===== config.mk =====
export PLATFORM = sky130hd
export DESIGN_NAME = fir_ma_engine
export DESIGN_NICKNAME = d
export VERILOG_FILES = /design/src/rtl/fir_pkg.sv /design/src/rtl/ma_delay_line.sv /design/src/rtl/fir_ma_engine.sv
export SDC_FILE = /design/constraint.sdc
export NUM_CORES = 1
export LEC_CHECK = 0
export BUFFER_PORTS_ARGS = -buffer_cell sky130_fd_sc_hd__clkbuf_2
export CAP_MARGIN = 10
export CORE_MARGIN = 5
export CORE_UTILIZATION = 45
export CTS_CLUSTER_DIAMETER = 100
export DETAILED_ROUTE_END_ITERATION = 10
export HOLD_SLACK_MARGIN = 0.15
export PLACE_DENSITY = 0.67
export SYNTH_ARGS = -nofsm -noshare
export SYNTH_HDL_FRONTEND = slang
export SYNTH_SLANG_ARGS = --single-unit

===== constraint.sdc =====
create_clock -name CLOCK_50 -period 3.2 [get_ports CLOCK_50]
set_input_delay 0.32 -clock CLOCK_50 [delete_from_list [all_inputs] [get_ports CLOCK_50]]
set_output_delay 0.32 -clock CLOCK_50 [all_outputs]
set_load 0.02 [all_outputs]

===== src/rtl/fir_pkg.sv =====
// ---------------------------------------------------------------------------
// fir_pkg
// Shared definitions for the moving-average FIR engine:
//   - fir_state_e : engine control states (IDLE, CLEAR, RUN)
//   - TAPS        : tap count of the default configuration (2**2)
//   - sumWidth()  : width of the signed running sum for a given sample width
//                   and log2 tap count (wide enough that it never overflows)
// No ports; imported by fir_ma_engine and ma_delay_line.
// ---------------------------------------------------------------------------
package fir_pkg;

    typedef enum logic [1:0] {
        IDLE  = 2'd0,
        CLEAR = 2'd1,
        RUN   = 2'd2
    } fir_state_e;

    localparam int TAPS_LOG2_DEFAULT = 2;
    localparam int TAPS              = 1 << TAPS_LOG2_DEFAULT;

    // Summing 2**tapsLog2 samples of dataW bits needs tapsLog2 extra bits.
    function automatic int sumWidth(input int dataW, input int tapsLog2);
        return dataW + tapsLog2;
    endfunction

endpackage


===== src/rtl/ma_delay_line.sv =====
// ---------------------------------------------------------------------------
// ma_delay_line
// Circular buffer of 2**TAPS_LOG2 samples, DATA_W bits each. The pointer
// always addresses the oldest sample, which is also the slot overwritten by
// the next write, so one pointer serves both read and write.
// Ports:
//   clk_i      : clock, rising edge
//   rst_ni     : asynchronous active-low reset, zeroes slots and pointer
//   wr_en_i    : store wr_data_i in the current slot and advance the pointer
//   wr_data_i  : sample to store
//   clr_en_i   : zero the current slot and advance the pointer
//   ptr_rst_i  : return the pointer to slot 0
//   ptr_o      : current pointer
//   oldest_o   : sample in the current slot (the oldest one)
// ---------------------------------------------------------------------------
module ma_delay_line
    import fir_pkg::*;
#(
    parameter int DATA_W    = 8,
    parameter int TAPS_LOG2 = 2
) (
    input  logic                 clk_i,
    input  logic                 rst_ni,
    input  logic                 wr_en_i,
    input  logic [DATA_W-1:0]    wr_data_i,
    input  logic                 clr_en_i,
    input  logic                 ptr_rst_i,
    output logic [TAPS_LOG2-1:0] ptr_o,
    output logic [DATA_W-1:0]    oldest_o
);

    localparam int NUM_TAPS = 1 << TAPS_LOG2;

    logic [DATA_W-1:0]    slot_q [NUM_TAPS];
    logic [TAPS_LOG2-1:0] ptr_q;

    // The pointer steps on every write or clear. Because the tap count is a
    // power of two, the natural binary wrap gives the modulo for free.
    always_ff @(posedge clk_i or negedge rst_ni) begin
        if (!rst_ni) begin
            ptr_q <= '0;
        end else if (ptr_rst_i) begin
            ptr_q <= '0;
        end else if (wr_en_i || clr_en_i) begin
            ptr_q <= ptr_q + 1'b1;
        end
    end

    // Clearing takes priority over writing; the engine never asks for both,
    // but this keeps the clear phase deterministic regardless.
    always_ff @(posedge clk_i or negedge rst_ni) begin
        if (!rst_ni) begin
            for (int i = 0; i < NUM_TAPS; i++) begin
                slot_q[i] <= '0;
            end
        end else if (clr_en_i) begin
            slot_q[ptr_q] <= '0;
        end else if (wr_en_i) begin
            slot_q[ptr_q] <= wr_data_i;
        end
    end

    assign ptr_o    = ptr_q;
    assign oldest_o = slot_q[ptr_q];

endmodule


===== src/rtl/fir_ma_engine.sv =====
// ---------------------------------------------------------------------------
// fir_ma_engine
// Moving-average FIR engine with valid/ready handshakes. A start_stop pulse
// in IDLE starts a buffer-clear phase (one slot per cycle), after which the
// engine runs; a pulse in RUN stops it. Each accepted sample updates a
// running sum and produces a registered average one cycle later.
// Ports:
//   CLOCK_50   : clock, rising edge
//   rst_n      : asynchronous active-low reset
//   start_stop : one-cycle start/stop toggle request
//   in_valid   : input sample valid
//   in_data    : signed input sample
//   in_ready   : engine accepts in_data this cycle (combinational)
//   out_valid  : out_data holds an unconsumed average
//   out_data   : signed moving average
//   out_ready  : downstream consumes out_data
//   running    : engine is in RUN
//   sample_cnt : samples accepted since the last start (wraps silently)
// Build option: define ROUND_EN to round the average half toward +inf
// instead of flooring it. Latency is the same in both builds.
// ---------------------------------------------------------------------------
module fir_ma_engine
    import fir_pkg::*;
#(
    parameter int DATA_W    = 8,
    parameter int TAPS_LOG2 = 2,
    parameter int CNT_W     = 36
) (
    input  logic              CLOCK_50,
    input  logic              rst_n,
    input  logic              start_stop,
    input  logic              in_valid,
    input  logic [DATA_W-1:0] in_data,
    output logic              in_ready,
    output logic              out_valid,
    output logic [DATA_W-1:0] out_data,
    input  logic              out_ready,
    output logic              running,
    output logic [CNT_W-1:0]  sample_cnt
);

    localparam int NUM_TAPS = 1 << TAPS_LOG2;
    localparam int SUM_W    = sumWidth(DATA_W, TAPS_LOG2);

    fir_state_e               state_q, state_d;
    logic signed [SUM_W-1:0]  sum_q, sum_d;
    logic                     outValid_q, outValid_d;
    logic [DATA_W-1:0]        outData_q, outData_d;
    logic [CNT_W-1:0]         sampleCnt_q, sampleCnt_d;

    logic                     accept;
    logic                     enterClear;
    logic [TAPS_LOG2-1:0]     ptr;
    logic [DATA_W-1:0]        oldest;
    logic signed [SUM_W-1:0]  inExt;
    logic signed [SUM_W-1:0]  oldExt;
    logic signed [SUM_W-1:0]  sumNext;
    logic [DATA_W-1:0]        average;

    ma_delay_line #(
        .DATA_W    (DATA_W),
        .TAPS_LOG2 (TAPS_LOG2)
    ) u_delay_line (
        .clk_i     (CLOCK_50),
        .rst_ni    (rst_n),
        .wr_en_i   (accept),
        .wr_data_i (in_data),
        .clr_en_i  (state_q == CLEAR),
        .ptr_rst_i (enterClear),
        .ptr_o     (ptr),
        .oldest_o  (oldest)
    );

    // A stop request blocks acceptance in the same cycle, and a pending
    // output that is not being consumed this cycle stalls the input.
    assign in_ready   = (state_q == RUN) && !start_stop && (!outValid_q || out_ready);
    assign accept     = in_valid && in_ready;
    assign enterClear = (state_q == IDLE) && start_stop;

    // Sign-extend both samples to the sum width; the sum can hold TAPS
    // full-scale samples so the add/subtract never overflows.
    assign inExt   = {{TAPS_LOG2{in_data[DATA_W-1]}}, in_data};
    assign oldExt  = {{TAPS_LOG2{oldest[DATA_W-1]}}, oldest};
    assign sumNext = sum_q + inExt - oldExt;

`ifdef ROUND_EN
    localparam int HALF = 1 << (TAPS_LOG2 - 1);
    logic signed [SUM_W:0] rndSum;

    // Adding half an LSB before the floor shift rounds half toward +inf;
    // the extra top bit keeps the addition from wrapping.
    assign rndSum  = {sumNext[SUM_W-1], sumNext} + (SUM_W+1)'(HALF);
    assign average = DATA_W'(rndSum >>> TAPS_LOG2);
`else
    // Arithmetic shift divides by the tap count rounding toward -inf.
    assign average = DATA_W'(sumNext >>> TAPS_LOG2);
`endif

    // Control flow: IDLE waits for a start, CLEAR walks the pointer once
    // around the buffer zeroing slots, RUN processes samples until a stop.
    // Start requests during CLEAR are deliberately ignored.
    always_comb begin
        state_d = state_q;
        case (state_q)
            IDLE:    if (start_stop) state_d = CLEAR;
            CLEAR:   if (ptr == TAPS_LOG2'(NUM_TAPS - 1)) state_d = RUN;
            RUN:     if (start_stop) state_d = IDLE;
            default: state_d = IDLE;
        endcase
    end

    // Datapath next state. Entering CLEAR wipes the sum, the counter and any
    // pending output; out_data itself is left alone. A consume and a new
    // accept in the same cycle simply replace the output without a bubble.
    always_comb begin
        sum_d       = sum_q;
        outValid_d  = outValid_q;
        outData_d   = outData_q;
        sampleCnt_d = sampleCnt_q;
        if (enterClear) begin
            sum_d       = '0;
            outValid_d  = 1'b0;
            sampleCnt_d = '0;
        end else if (accept) begin
            sum_d       = sumNext;
            outValid_d  = 1'b1;
            outData_d   = average;
            sampleCnt_d = sampleCnt_q + 1'b1;
        end else if (outValid_q && out_ready) begin
            outValid_d  = 1'b0;
        end
    end

    // All engine state resets asynchronously so a mid-run reset takes
    // effect without waiting for a clock edge.
    always_ff @(posedge CLOCK_50 or negedge rst_n) begin
        if (!rst_n) begin
            state_q     <= IDLE;
            sum_q       <= '0;
            outValid_q  <= 1'b0;
            outData_q   <= '0;
            sampleCnt_q <= '0;
        end else begin
            state_q     <= state_d;
            sum_q       <= sum_d;
            outValid_q  <= outValid_d;
            outData_q   <= outData_d;
            sampleCnt_q <= sampleCnt_d;
        end
    end

    assign out_valid  = outValid_q;
    assign out_data   = outData_q;
    assign running    = (state_q == RUN);
    assign sample_cnt = sampleCnt_q;

endmodule


==> metrics <==
status completed; Syn Nets 487; hold wc startpoint in_data[1]; clock sink total 91; Ys Warns 0; r2r endpoint out_data[7]; die width 114 um; # IOs 60; initial core utilization 46.5%; # rows 37; pre-CTS setup slack -0.0229 ns; share of post-route cells with drive strength above 1 25.5%; pin count of the biggest net entering global routing 76; period utilisation layout 98.5%; critical path class flop to flop; layout net count 567; vias in the first global route 3,732; CTS tree yes; commonest non-fill, non-tap cells in the layout dfrtp_1 (91), clkbuf_2 (58), nand2_1 (45); CTS max path bufs 2; Area Overhead vs Synth 20.0%; Peak VDD IR 0.000280 V; CP max FO 6; commonest non-fill, non-tap cell in the layout dfrtp_1; Hold Crit Class primary input to flop; first-pass GRT wire length 18,700 um; placed cells 647; clk slew on worst S/H paths 0.08 ns; total track usage 18.0%; RePlAce Congestion 0.815; routed vias 3,649; Achievable Freq 317 MHz; worst-case reg-to-reg path depth 12; main area contributors after synthesis dfrtp_1 (47%), a32o_1 (6.6%), xor2_1 (4.4%); pwr/cell area 722 nW/um2; Hold Path Depth 2; maximum level of the CTS H-tree 3; Setup Skew 0.0104 ns; Fin. Hold Viols 0; Worst R2R Start u_delay_line.ptr_o[0]; die area 12,900 um2; # fillers 937; Max Cap Violations 0; antenna violation net count after detailed routing 0; CP endpoint kind flop; Critical Path RT 3.46 ns; hold-critical path endpoint u_delay_line.slot_q[17]; cell taking the most area after synthesis dfrtp_1; actual slew at the worst max-slew pin 0.953 ns; Avg Inst Size Synth 10.7 um2; initial antenna violation count 0; WL final 10,900 um; DRT Pass-1 Iters 4; RSZ-0062 raised after global routing true; die height 114 um; DRC viols 0; post-DP HPWL 7790 um; DR vias/cell 5.45; WP data arrival 3.41 ns; Mapped Area 4820 um2; Cells after Synth 449; # setup viols final 0; reg2reg setup slack 0.05 ns; post-synth cell types 41; Overflow after GRT 0; port bufs 59; headroom to the max-slew limit 36.5%; CTS Root Cell clkbuf_8; max-slew violations 0; drt wl/cell 16.3 um; post-synth top area share 47.2%; CP startpoint kind flop; part of the Yosys area used for sequential elements 47.2%; CORE AREA 10,400 um2; Final Non-Filler Cells 669; initial drt markers 239; diode count 0; CTS buffer count 9; register bit count reported by yosys 91; min cycle time layout 3.15 ns; Static Leak 2.85 nW; Final WS setup 0.0483 ns; worst skew pair latency 0.37 ns; Layout Utilization 55.8%
[layout make-up]
class / count / area (um2) / area share [%]
Timing Repair Buffer: 91 / 574 / 9.92
Tap cell: 136 / 170 / 2.94
Clock buffer: 11 / 141 / 2.44
Sequential cell: 91 / 2280 / 39.3
Inverter: 40 / 150 / 2.59
Multi-Input combinational cell: 296 / 2420 / 41.9
Clock inverter: 4 / 51.3 / 0.886
[worst max-delay path: stages, from the launching register on]
cell and delay [ns]:
dfrtp_1 0.41, buf_4 0.15, clkbuf_16 0.14, mux4_2 0.33, fa_1 0.55, inv_2 0.05
ha_4 0.23, and4_1 0.20, nor3b_1 0.13, nand3b_1 0.18, a21oi_2 0.15, xnor3_1 0.25
mux2_4 0.27
[cells in the mapped netlist (all sizes together)]
cell / n
and3: 6
fa: 9
nor4: 1
inv: 40
mux4: 8
a22o: 2
nand2b: 1
o21bai: 2
or4b: 1
xnor3: 1
nand2: 45
a32o: 32
a21o: 6
nand3: 12
buf: 7
xor2: 24
clkbuf: 15
nor3: 6
nor2: 32
or3: 7
a31oi: 1
a211oi: 7
mux2: 3
xnor2: 8
o31ai: 4
ha: 16
nand3b: 5
mux2i: 2
nor3b: 5
and4: 9
dfrtp: 91
and2: 3
nand4: 10
nor4b: 3
nor2b: 1
o21ai: 11
a21oi: 13
[cells by family after synthesis]
kind of cell             synth area share (%)
AND/OR/NAND/NOR                          16.4
XOR/XNOR                                 6.28
AO/OA/AOI/OAI                            12.6
buffers and inverters                    4.85
adder cells (fa/ha/maj)                  7.88
flip-flops                               47.2
multiplexers                             4.85
[power by group]
| part | leakage, nW | switching, mW | internal [mW] |
|---|---|---|---|
| clock network | 0.0954 | 0.412 | 0.379 |
| logic | 1.50 | 1.03 | 0.926 |
| registers | 1.25 | 0.115 | 1.31 |
[worst max path at each step]
stage | end | cells past startpoint | startpoint | slack (ns)
after floorplan | out_data[7] | 12 | u_delay_line.ptr_o[1] | -0.03
after global placement | out_data[7] | 11 | u_delay_line.ptr_o[0] | -0.004
after detailed placement | out_data[7] | 11 | u_delay_line.ptr_o[0] | -0.02
after CTS | sum_q[8] | 11 | u_delay_line.ptr_o[0] | -0.02
after global routing | out_data[7] | 11 | u_delay_line.ptr_o[0] | -0.06
final | out_data[7] | 12 | u_delay_line.ptr_o[0] | 0.05
[timing repair]
action / in CTS / in global routing
pin swaps: 0 / 12
cloned: 0 / 1
buffers inserted: 0 / 5
resized for setup: 2 / 17
hold buffers: 1 / 0
endpoints found under the setup margin: 3 / 8
endpoints found under the hold margin: 73 / 0
[per-layer routing]
| layer | track usage, % | vias to the layer above | wire length (um) |
|---|---|---|---|
| li1 | - | 1755 | - |
| met1 | 25.3 | 1818 | 5200 |
| met2 | 28.1 | 55 | 5170 |
| met3 | 2.49 | 21 | 307 |
| met4 | 7.21 | 0 | 254 |
| met5 | 0 | - | 0 |
[registers in the layout (all words and copies together) (netlist names)]
signal,count
sample_cnt,36
out_valid,1
out_data,8
u_delay_line.ptr_o,2
state_q,2
u_delay_line.slot_q,32
sum_q,10
[through the flow]
step | power, mW | TNS [ns] | cell area [um2] | hold slack, ns
3_3_place_gp | 3.08 | -0.00384 | 5420 | 0.462
6_report | 4.18 | 0 | 5790 | 0.280
3_5_place_dp | 3.12 | -0.0309 | 5420 | 0.468
5_1_grt | 4.45 | -0.0793 | 5790 | 0.290
2_1_floorplan | 2.57 | -0.0264 | 4860 | 0.0244
4_1_cts | 3.94 | -0.0371 | 5640 | 0.267
Note: power is estimated with default switching activity, not from simulation.
